File: src/rtl/score_display_ctrl.sv
// Score / high-score keeper and display sequencer for the two-digit 7-seg decoder.
// Optional macro SCORE_ALT_EN: IDLE alternates between the high score and the last game's score.
module score_display_ctrl #(
    parameter int TICK_DIV    = 5_000_000,
    parameter int BLINK_TICKS = 3,
    parameter int OVER_TICKS  = 30,
    parameter int ALT_TICKS   = 20,
    parameter int MAX_SCORE   = 99
) (
    input  logic       clk,
    input  logic       rst_n,
    input  logic       game_start,
    input  logic       food_eaten,
    input  logic       game_over,
    output logic [6:0] disp_score,
    output logic       disp_blank,
    output logic [6:0] hi_score,
    output logic       new_record,
    output logic       disp_is_hi
);

    localparam int PW = $clog2(TICK_DIV);
    localparam int BW = $clog2(BLINK_TICKS + 1);
    localparam int OW = $clog2(OVER_TICKS + 1);

    if (TICK_DIV < 2 || MAX_SCORE > 99 || MAX_SCORE < 1 || ALT_TICKS < 1 ||
        BLINK_TICKS < 1 || OVER_TICKS < 1) begin : g_bad_params
        $error("score_display_ctrl: illegal parameter value");
    end

    typedef enum logic [1:0] {
        IDLE = 2'd0,
        PLAY = 2'd1,
        OVER = 2'd2
    } state_t;

    function automatic logic [6:0] sat_inc(input logic [6:0] v);
        if (v >= 7'(MAX_SCORE)) return 7'(MAX_SCORE);
        return v + 7'd1;
    endfunction

    state_t        state_q, state_d;
    logic [PW-1:0] pre_q, pre_d;
    logic [BW-1:0] blink_cnt_q, blink_cnt_d;
    logic [OW-1:0] over_cnt_q, over_cnt_d;
    logic [6:0]    score_q, score_d;
    logic [6:0]    hi_q, hi_d;
    logic [6:0]    disp_score_q, disp_score_d;
    logic          disp_blank_q, disp_blank_d;
    logic          new_record_q, new_record_d;
    logic          disp_is_hi_q, disp_is_hi_d;
    logic          tick;
`ifdef SCORE_ALT_EN
    localparam int AW = $clog2(ALT_TICKS + 1);
    logic [AW-1:0] alt_cnt_q, alt_cnt_d;
    logic          alt_phase_q, alt_phase_d;
`endif

    always_comb begin
        tick         = (pre_q == PW'(TICK_DIV - 1));
        pre_d        = tick ? '0 : pre_q + PW'(1);
        state_d      = state_q;
        score_d      = score_q;
        hi_d         = hi_q;
        new_record_d = new_record_q;
        disp_blank_d = disp_blank_q;
        blink_cnt_d  = blink_cnt_q;
        over_cnt_d   = over_cnt_q;

        case (state_q)
            IDLE: begin
                if (game_start) begin
                    state_d      = PLAY;
                    score_d      = '0;
                    new_record_d = 1'b0;
                    disp_blank_d = 1'b0;
                end
            end
            PLAY: begin
                // Increment first so a simultaneous game_over judges the final score.
                if (food_eaten) score_d = sat_inc(score_q);
                if (game_over) begin
                    state_d      = OVER;
                    blink_cnt_d  = '0;
                    over_cnt_d   = '0;
                    disp_blank_d = 1'b0;
                    if (score_d > hi_q) begin
                        hi_d         = score_d;
                        new_record_d = 1'b1;
                    end
                end
            end
            OVER: begin
                if (game_start) begin
                    state_d      = PLAY;
                    score_d      = '0;
                    new_record_d = 1'b0;
                    disp_blank_d = 1'b0;
                end else if (tick) begin
                    if (over_cnt_q + OW'(1) == OW'(OVER_TICKS)) begin
                        state_d      = IDLE;
                        over_cnt_d   = '0;
                        blink_cnt_d  = '0;
                        disp_blank_d = 1'b0;
                    end else begin
                        over_cnt_d = over_cnt_q + OW'(1);
                        if (blink_cnt_q + BW'(1) == BW'(BLINK_TICKS)) begin
                            blink_cnt_d  = '0;
                            disp_blank_d = ~disp_blank_q;
                        end else begin
                            blink_cnt_d = blink_cnt_q + BW'(1);
                        end
                    end
                end
            end
            default: state_d = IDLE;
        endcase

`ifdef SCORE_ALT_EN
        alt_cnt_d   = alt_cnt_q;
        alt_phase_d = alt_phase_q;
        if (state_q != IDLE) begin
            alt_cnt_d   = '0;
            alt_phase_d = 1'b0;
        end else if (tick) begin
            if (alt_cnt_q + AW'(1) == AW'(ALT_TICKS)) begin
                alt_cnt_d   = '0;
                alt_phase_d = ~alt_phase_q;
            end else begin
                alt_cnt_d = alt_cnt_q + AW'(1);
            end
        end
`endif

        // Display is derived from next-state values so it tracks events with one cycle latency.
        if (state_d == IDLE) begin
`ifdef SCORE_ALT_EN
            disp_score_d = alt_phase_d ? score_d : hi_d;
            disp_is_hi_d = ~alt_phase_d;
`else
            disp_score_d = hi_d;
            disp_is_hi_d = 1'b1;
`endif
        end else begin
            disp_score_d = score_d;
            disp_is_hi_d = 1'b0;
        end
    end

    always_ff @(posedge clk) begin
        if (!rst_n) begin
            state_q      <= IDLE;
            pre_q        <= '0;
            blink_cnt_q  <= '0;
            over_cnt_q   <= '0;
            score_q      <= '0;
            hi_q         <= '0;
            disp_score_q <= '0;
            disp_blank_q <= 1'b0;
            new_record_q <= 1'b0;
            disp_is_hi_q <= 1'b1;
`ifdef SCORE_ALT_EN
            alt_cnt_q    <= '0;
            alt_phase_q  <= 1'b0;
`endif
        end else begin
            state_q      <= state_d;
            pre_q        <= pre_d;
            blink_cnt_q  <= blink_cnt_d;
            over_cnt_q   <= over_cnt_d;
            score_q      <= score_d;
            hi_q         <= hi_d;
            disp_score_q <= disp_score_d;
            disp_blank_q <= disp_blank_d;
            new_record_q <= new_record_d;
            disp_is_hi_q <= disp_is_hi_d;
`ifdef SCORE_ALT_EN
            alt_cnt_q    <= alt_cnt_d;
            alt_phase_q  <= alt_phase_d;
`endif
        end
    end

    assign disp_score = disp_score_q;
    assign disp_blank = disp_blank_q;
    assign hi_score   = hi_q;
    assign new_record = new_record_q;
    assign disp_is_hi = disp_is_hi_q;

endmodule

File: config.mk
export PLATFORM = sky130hd
export DESIGN_NAME = score_display_ctrl
export DESIGN_NICKNAME = d
export VERILOG_FILES = /design/src/rtl/score_display_ctrl.sv
export SDC_FILE = /design/constraint.sdc
export NUM_CORES = 1
export LEC_CHECK = 0
export ABC_AREA = 1
export BUFFER_PORTS_ARGS = -buffer_cell sky130_fd_sc_hd__buf_2
export CORE_ASPECT_RATIO = 0.9
export CORE_MARGIN = 3
export CORE_UTILIZATION = 46
export CTS_CLUSTER_DIAMETER = 80
export DETAILED_ROUTE_END_ITERATION = 8
export PLACE_DENSITY = 0.71
export RECOVER_POWER = 50
export SLEW_MARGIN = 0
export SYNTH_ARGS = -nofsm -noshare
export SYNTH_HDL_FRONTEND = slang
export SYNTH_SLANG_ARGS = --single-unit
export TNS_END_PERCENT = 100
File: constraint.sdc
create_clock -name clk -period 2.3 [get_ports clk]
set_clock_uncertainty 0.2 [all_clocks]
set_input_delay 0.115 -clock clk [delete_from_list [all_inputs] [get_ports clk]]
set_output_delay 0.115 -clock clk [all_outputs]
set_load 0.05 [all_outputs]
==> results of run 1 <==
## critical path, stage by stage, from the launching register on
cell      delay (ns)
dfxtp_4         0.37
ha_4            0.17
nor2_4          0.10
nand3_4         0.09
nand2_2         0.08
nand2_2         0.05
nand2_2         0.09
inv_2           0.05
ha_4            0.26
nand3b_1        0.08
nand2_1         0.09
nand2_2         0.07
nand2_2         0.10
nand3_4         0.12
buf_6           0.17
nand2_4         0.06
nand3_4         0.08
a21oi_2         0.16
## stage by stage
| stage | setup WS, ns | hold WS, ns | util | instance area (um^2) | total power, mW |
|---|---|---|---|---|---|
| final | -0.157 | 0.0618 | 0.619 | 3870 | 2.05 |
| after floorplan | 0.000490 | 0.120 | - | 3050 | 1.26 |
| after global placement | -0.122 | 0.226 | 0.543 | 3390 | 1.34 |
| after detailed placement | -0.253 | 0.234 | 0.543 | 3390 | 1.34 |
| after CTS | -0.0462 | 0.0412 | 0.596 | 3730 | 2.02 |
| after global routing | -0.282 | 0.0622 | 0.619 | 3870 | 2.14 |
## final cells by class
type                            count  area [um^2]
Multi-Input combinational cell    327         1890
Clock inverter                      3         42.5
Tap cell                           87          109
Inverter                           75          288
Sequential cell                    56         1130
Fill cell                         550         2380
Timing Repair Buffer               52          339
Clock buffer                        5         68.8
## what timing repair did
item                                    in CTS  in global routing
pin swaps                                   26                 15
cloned                                       0                  0
setup buffers                                5                  3
endpoints found under the hold margin        2                  0
resized for setup                           40                 35
hold buffers                                 2                  0
endpoints found under the setup margin      15                 15
## placed cells by master, fill, tap and decap left out, types with 9 or more instances in the layout
cell type and instances:
nand2_1 92, nor2_1 63, inv_1 60, dfxtp_1 54, buf_4 27, nand2_2 25
a21oi_1 25, nand3_1 23, inv_2 12, buf_2 12, nor3_1 11, o21ai_0 10
nand4_1 9, a21oi_2 9, clkbuf_1 9
## power groups by stage
stage | combinational (mW) | sequential, mW | clock [mW]
2_1_floorplan | 0.147 | 1.12 | 0
3_3_place_gp | 0.288 | 1.05 | 0
3_5_place_dp | 0.291 | 1.05 | 0
4_1_cts | 0.323 | 1.03 | 0.672
5_1_grt | 0.402 | 1.03 | 0.708
6_report | 0.370 | 1.03 | 0.657
## per-layer routing
metal | GRT usage | vias up | part of all wire
met1 | 0.273 | 1364 | 0.47
met5 | 0 | - | 0
met2 | 0.303 | 84 | 0.46
met4 | 0.0740 | 0 | 0.026
li1 | - | 1565 | -
met3 | 0.0362 | 19 | 0.046
## registers in the layout (all words and copies together), names as in the netlist
signal       cells
new_record       1
state_q          2
blink_cnt_q      2
disp_score       7
disp_is_hi       1
score_q          7
over_cnt_q       5
disp_blank       1
pre_q           23
hi_score         7
## logic make-up after synthesis
| kind of cell | after synthesis | share of synthesized area |
|---|---|---|
| buf+inv | 80 | 0.103 |
| flops | 56 | 0.369 |
| fa+ha+maj | 11 | 0.0453 |
| simple gates | 257 | 0.369 |
| xor+xnor | 6 | 0.0173 |
| compound gates | 53 | 0.0960 |
## path summary, 6_finish.rpt
path,start,to,slack (ns),cells past startpoint
worst max-delay path,score_q[1],disp_score[2],-0.16,17
worst min-delay path,rst_n,disp_score[3],0.06,3
worst max register to register,score_q[1],disp_score[2],-0.16,17
worst min register to register,pre_q[0],pre_q[0],0.25,1
==> impl_metrics.yaml, run 1 <==
status:
  status: "finished with violations"
  violations: "negative setup slack"
synthesis:
  synth.yosys.warnings: 0
  syn-num-nets: 479
  synth_top_cells_by_count: "114 x nand2_1, 67 x nor2_1, 66 x inv_1"
  synth_sequential_area_ratio: 0.369
  synthMostInstantiatedCell: "nand2_1"
  synth-edff-count: 0
  netlist_area_um2: 3040
  synthTopCellsByArea: "dfxtp_1 37%, nand2_1 14%, nor2_1 8.3%"
  synth_cells: 463
  ys_seq_elements: 56
  synth_top_cell_by_area: "dfxtp_1"
  async_flop_share: 0
  synth_top_area_share: 0.369
  avgSynthCellArea_um2: 6.56
  synth_cell_types: 36
  ys_dominant_reg_cell: "dfxtp_1"
drt:
  drtAntennaViolNets: 0
  avgViaCountPerCell: 5.01
  dr.first_iter.drc_count: 207
  routed_wl_mm: 7.76
  drt_pre_antenna_iters: 6
  detailroute.via_count: 3032
  drt-wirelength-per-cell_um: 12.8
  drc: 0
critical_path:
  worst_setup_path_start_kind: "flop"
  critPathMaxFanout: 4
  worstPathArrival_ns: 2.51
  cp-end-kind: "flop"
  critical_path_required_ns: 2.36
  criticalPathCategory: "flop to flop"
sta:
  slew_headroom: 0.578
  rsz0062_at_grt: "true"
  max_clock_freq_mhz: 407
  final.setup.tns_ns: -1.33
  timing.final.crit_share: 1.07
  final.min_clock_period_ns: 2.46
  report.final.hold_viol_count: 0
  worst_slack_ns: -0.157
  final_max_slew_viol_count: 0
  worst_slew_pin_slew_ns: 0.636
  timing.final.setup_violations: 15
clock_network:
  clock_tree_from_tritoncts: "built"
  number_of_buffers_added_by_the_clock_tree_synthesis_step: 5
  insertion_delay_ns: 0.32
  path_clk_slew_ns: 0.10
  max-clock-path-buffers: 2
  clock_tree.root_cell: "clkbuf_8"
  clock-sinks: 56
  htree_num_levels: 2
placed_design:
  io_buffers: 21
  place_hpwl_mm: 5.09
  gp_congestion: 0.899
  numPlacedInstances: 587
pwr:
  cell_internal_pwr_mw: 1.45
  power.share.sequential: 0.500
  power.density_nw_per_um2: 531
  total_leakage_power_nw: 1.64
  p_clk_frac: 0.320
  combPwrFrac: 0.180
  sw_frac_of_total: 0.295
  worst_ir_drop_vdd_v: 0.000275
  power.switching_uw: 606
global_route:
  grt_pass1_wl_mm: 12.5
  antenna_found_initial: 0
  grt_max_degree: 20
  globalRouteOverflowTotal: 0
  first_global_vias: 2786
  grt_usage: 0.197
floorplanning:
  die_height_um: 83.1
  core-area_um2: 6250
  core_rows: 27
  die-area_um2: 7620
  die-width_um: 91.7
  boundaryPins: 22
  initial_core_utilization: 0.486
flow_run:
  cap_violations: 0
final_layout:
  area_growth_syn_to_layout_pct: 27.3
  antennaDiodeCount: 0
  stdcell_count: 605
  post_route_cells_drive_above_1_share: 0.263
  nNetsFinal: 533
worst_hold_path:
  hold_path_class: "input pin to flop"
(Power assumes the default switching activity.)
==> run 2, diff against run 1 <==
--- a/config.mk
+++ b/config.mk
@@ -5,14 +5,16 @@
 export SDC_FILE = /design/constraint.sdc
 export NUM_CORES = 1
 export LEC_CHECK = 0
-export ABC_AREA = 1
+export ABC_AREA = 0
 export BUFFER_PORTS_ARGS = -buffer_cell sky130_fd_sc_hd__buf_2
+export CELL_PAD_IN_SITES_DETAIL_PLACEMENT = 1
+export CELL_PAD_IN_SITES_GLOBAL_PLACEMENT = 2
 export CORE_ASPECT_RATIO = 0.9
 export CORE_MARGIN = 3
-export CORE_UTILIZATION = 46
+export CORE_UTILIZATION = 32
 export CTS_CLUSTER_DIAMETER = 80
 export DETAILED_ROUTE_END_ITERATION = 8
-export PLACE_DENSITY = 0.71
+export PLACE_DENSITY = 0.79
 export RECOVER_POWER = 50
 export SLEW_MARGIN = 0
 export SYNTH_ARGS = -nofsm -noshare
==> run 2 against run 1 <==
Compared with the run above: combinational power decreased by 27%; largest cell class unchanged; sequential share of layout area decreased by 1.2 points; critical path depth decreased by 11; non-clock buffer count increased by 53; synthesized area decreased by 6.8%; worst setup slack got worse by 0.30 ns; register-to-register slack got worse by 0.30 ns; cell count decreased by 7.6%; the run still ends with negative setup slack left; total power decreased by 11%; critical endpoint is now over_cnt_q[3]; cell area increased by 5.9%; global-route usage decreased by 2.1 points.
==> impl_metrics.yaml, run 2 <==
synthesis:
  syn-num-nets: 359
  synthMostInstantiatedCell: "dfxtp_1"
  synth_top_area_share: 0.396
  synth_cell_types: 54
  netlist_area_um2: 2830
  ys_seq_elements: 56
  avgSynthCellArea_um2: 8.26
  synth_top_cells_by_count: "56 x dfxtp_1, 55 x nor2_1, 25 x nand2_1"
  ys_dominant_reg_cell: "dfxtp_1"
  synth.yosys.warnings: 0
  synth_sequential_area_ratio: 0.396
  synthTopCellsByArea: "dfxtp_1 40%, nor2_1 7.3%, ha_1 4.9%"
  synth_cells: 343
  synth_top_cell_by_area: "dfxtp_1"
  async_flop_share: 0
  synth-edff-count: 0
sta:
  slew_headroom: 0.591
  timing.hold.ws_ns: 0.0700
  max_clock_freq_mhz: 362
  timing.final.setup_violations: 47
  timing.final.crit_share: 1.20
  worst_slew_pin_slew_ns: 0.616
  worst_slack_ns: -0.460
  final_max_slew_viol_count: 0
  report.final.hold_viol_count: 0
  rsz0062_at_grt: "true"
  final.min_clock_period_ns: 2.76
drt:
  dr.first_iter.drc_count: 72
  routed_wl_mm: 8.77
  drtAntennaViolNets: 0
  drt_pre_antenna_iters: 4
  drt-wirelength-per-cell_um: 15.7
  drc: 0
  avgViaCountPerCell: 4.96
  detailroute.via_count: 2773
placed_design:
  numPlacedInstances: 533
  place_hpwl_mm: 6.41
  io_buffers: 21
  gp_congestion: 0.818
clock_network:
  insertion_delay_ns: 0.30
  number_of_buffers_added_by_the_clock_tree_synthesis_step: 5
  clock-sinks: 56
  clock_tree.root_cell: "clkbuf_8"
  htree_num_levels: 2
  path_clk_slew_ns: 0.10
  max-clock-path-buffers: 2
  clock_tree_from_tritoncts: "built"
final_layout:
  nNetsFinal: 459
  stdcell_count: 559
  largest-register: "pre_q"
  num-fill-cells: 989
  most-common-layout-cells: "72 x buf_4, 53 x nor2_1, 47 x dfxtp_1"
  final_common_cell: "buf_4"
  layout.area.seq_um2: 1140
  area_of_the_multi_input_gates_um2: 1880
  post_route_cells_drive_above_1_share: 0.349
  largest_register_ff_count: 23
  antennaDiodeCount: 0
  area_growth_syn_to_layout_pct: 44.6
global_route:
  globalRouteMet1Util: 0.237
  globalRouteOverflowTotal: 0
  globalRoute.busiestLayer: "met2"
  grt_max_degree: 24
  antenna_found_initial: 1
  globalRouteMet3Util: 0.0271
  first_global_vias: 2851
  global_route.usage.met2: 0.301
  grt_pass1_wl_mm: 14.1
  grt_usage: 0.176
pwr:
  combPwrFrac: 0.148
  p_clk_frac: 0.305
  power.density_nw_per_um2: 445
  cell_internal_pwr_mw: 1.34
  power.switching_uw: 486
  sw_frac_of_total: 0.267
  worst_ir_drop_vdd_v: 0.000235
  total_leakage_power_nw: 1.65
  report.power.total_mw: 1.82
  power.share.sequential: 0.546
floorplanning:
  core_rows: 31
  core-area_um2: 8340
  die-width_um: 105
  boundaryPins: 22
  initial_core_utilization: 0.340
  die-area_um2: 10000
  die_height_um: 95.2
critical_path:
  setup.worst_path.end: "over_cnt_q[3]"
  r2r-end: "over_cnt_q[3]"
  critical_path_required_ns: 2.34
  worst-path-stages: 6
  crit_slowest_cell: "or4b_1"
  worst_setup_path_startpoint: "pre_q[17]"
  r2r_start: "pre_q[17]"
  crit_path_max_incr_delay_ns: 0.50
  cp_top_family: "simple AND/OR/NAND/NOR gates"
  criticalPathCategory: "flop to flop"
  reg2reg_setup_slack_ns: -0.46
  buffers_plus_inverters_on_the_worst_setup_path: 0
  critPathMaxFanout: 4
  worst_setup_path_start_kind: "flop"
  crit_chain: "or4b_1 > or4_4 > o41a_1 > or2_4 > or3_4 > a21oi_2"
  cp-end-kind: "flop"
  worstPathArrival_ns: 2.80
  r2r.worst_path.cells: 6
worst_hold_path:
  hold_path_class: "input pin to flop"
  worstHoldStart: "game_start"
status:
  status: "finished with violations"
  violations: "negative setup slack"
flow_run:
  cap_violations: 0
==> run 2: area by class of cell <==
cell class	count	share of cell area
clock buffer	8	0.0220
inverter	18	0.0165
multi-input combinational	257	0.459
sequential	56	0.279
tap	115	0.0351
timing repair buffer	105	0.189
==> run 2: worst register-to-register path, stage by stage (launching register included) <==
cell	delay, ns
dfxtp_2	0.33
or4b_1	0.50
or4_4	0.45
o41a_1	0.44
or2_4	0.27
or3_4	0.37
a21oi_2	0.13
==> run 2: cells by family after synthesis <==
family	Yosys count	synth area share
buffers and inverters	30	0.0398
adder cells (fa/ha/maj)	11	0.0486
XOR/XNOR	22	0.0681
AO/OA/AOI/OAI	64	0.146
AND/OR/NAND/NOR	151	0.269
flip-flops	56	0.396
multiplexers	9	0.0327
==> run 2: metal layers <==
layer  share of wire  wire, um  up-vias
li1                -         -     1395
met1            0.48      4230     1342
met2            0.49      4260       28
met3           0.024       213        6
met4          0.0056        49        2
met5         0.00080         7        -
==> run 2: power groups by stage <==
stage	clock (mW)	combinational [mW]	sequential [mW]
after detailed placement	0	0.233	1.02
after global placement	0	0.227	1.02
after floorplan	0	0.105	1.06
after CTS	0.580	0.241	0.997
after global routing	0.618	0.295	0.999
final	0.557	0.271	0.996
==> run 2: what timing repair did <==
| item | 4_1_cts | 5_1_grt |
|---|---|---|
| hold buffers | 2 | 0 |
| gates cloned | 0 | 1 |
| endpoints found under the hold margin | 2 | 0 |
| buffers inserted | 4 | 11 |
| endpoints found under the setup margin | 24 | 48 |
| gates resized for setup | 20 | 41 |
| pin swaps | 6 | 13 |
==> run 2: worst min path at each step <==
stage	cells after the start	slack [ns]	end
finish	3	0.07	disp_blank
global route	3	0.10	disp_blank
CTS	3	0.07	disp_blank
detailed placement	3	0.24	state_q[0]
global placement	3	0.23	state_q[0]
floorplan	2	0.08	disp_score[5]
==> run 2: per-stage QoR <==
stage          setup TNS [ns]  utilization  worst slack, ns  area (um^2)
6_report                -8.00        0.491           -0.460         4090
5_1_grt                -12.71        0.491           -0.531         4090
4_1_cts                 -6.46        0.462           -0.412         3850
3_5_place_dp            -7.68        0.436           -0.539         3630
3_3_place_gp            -5.55        0.436           -0.359         3630
2_1_floorplan           -2.34            -           -0.277         2930
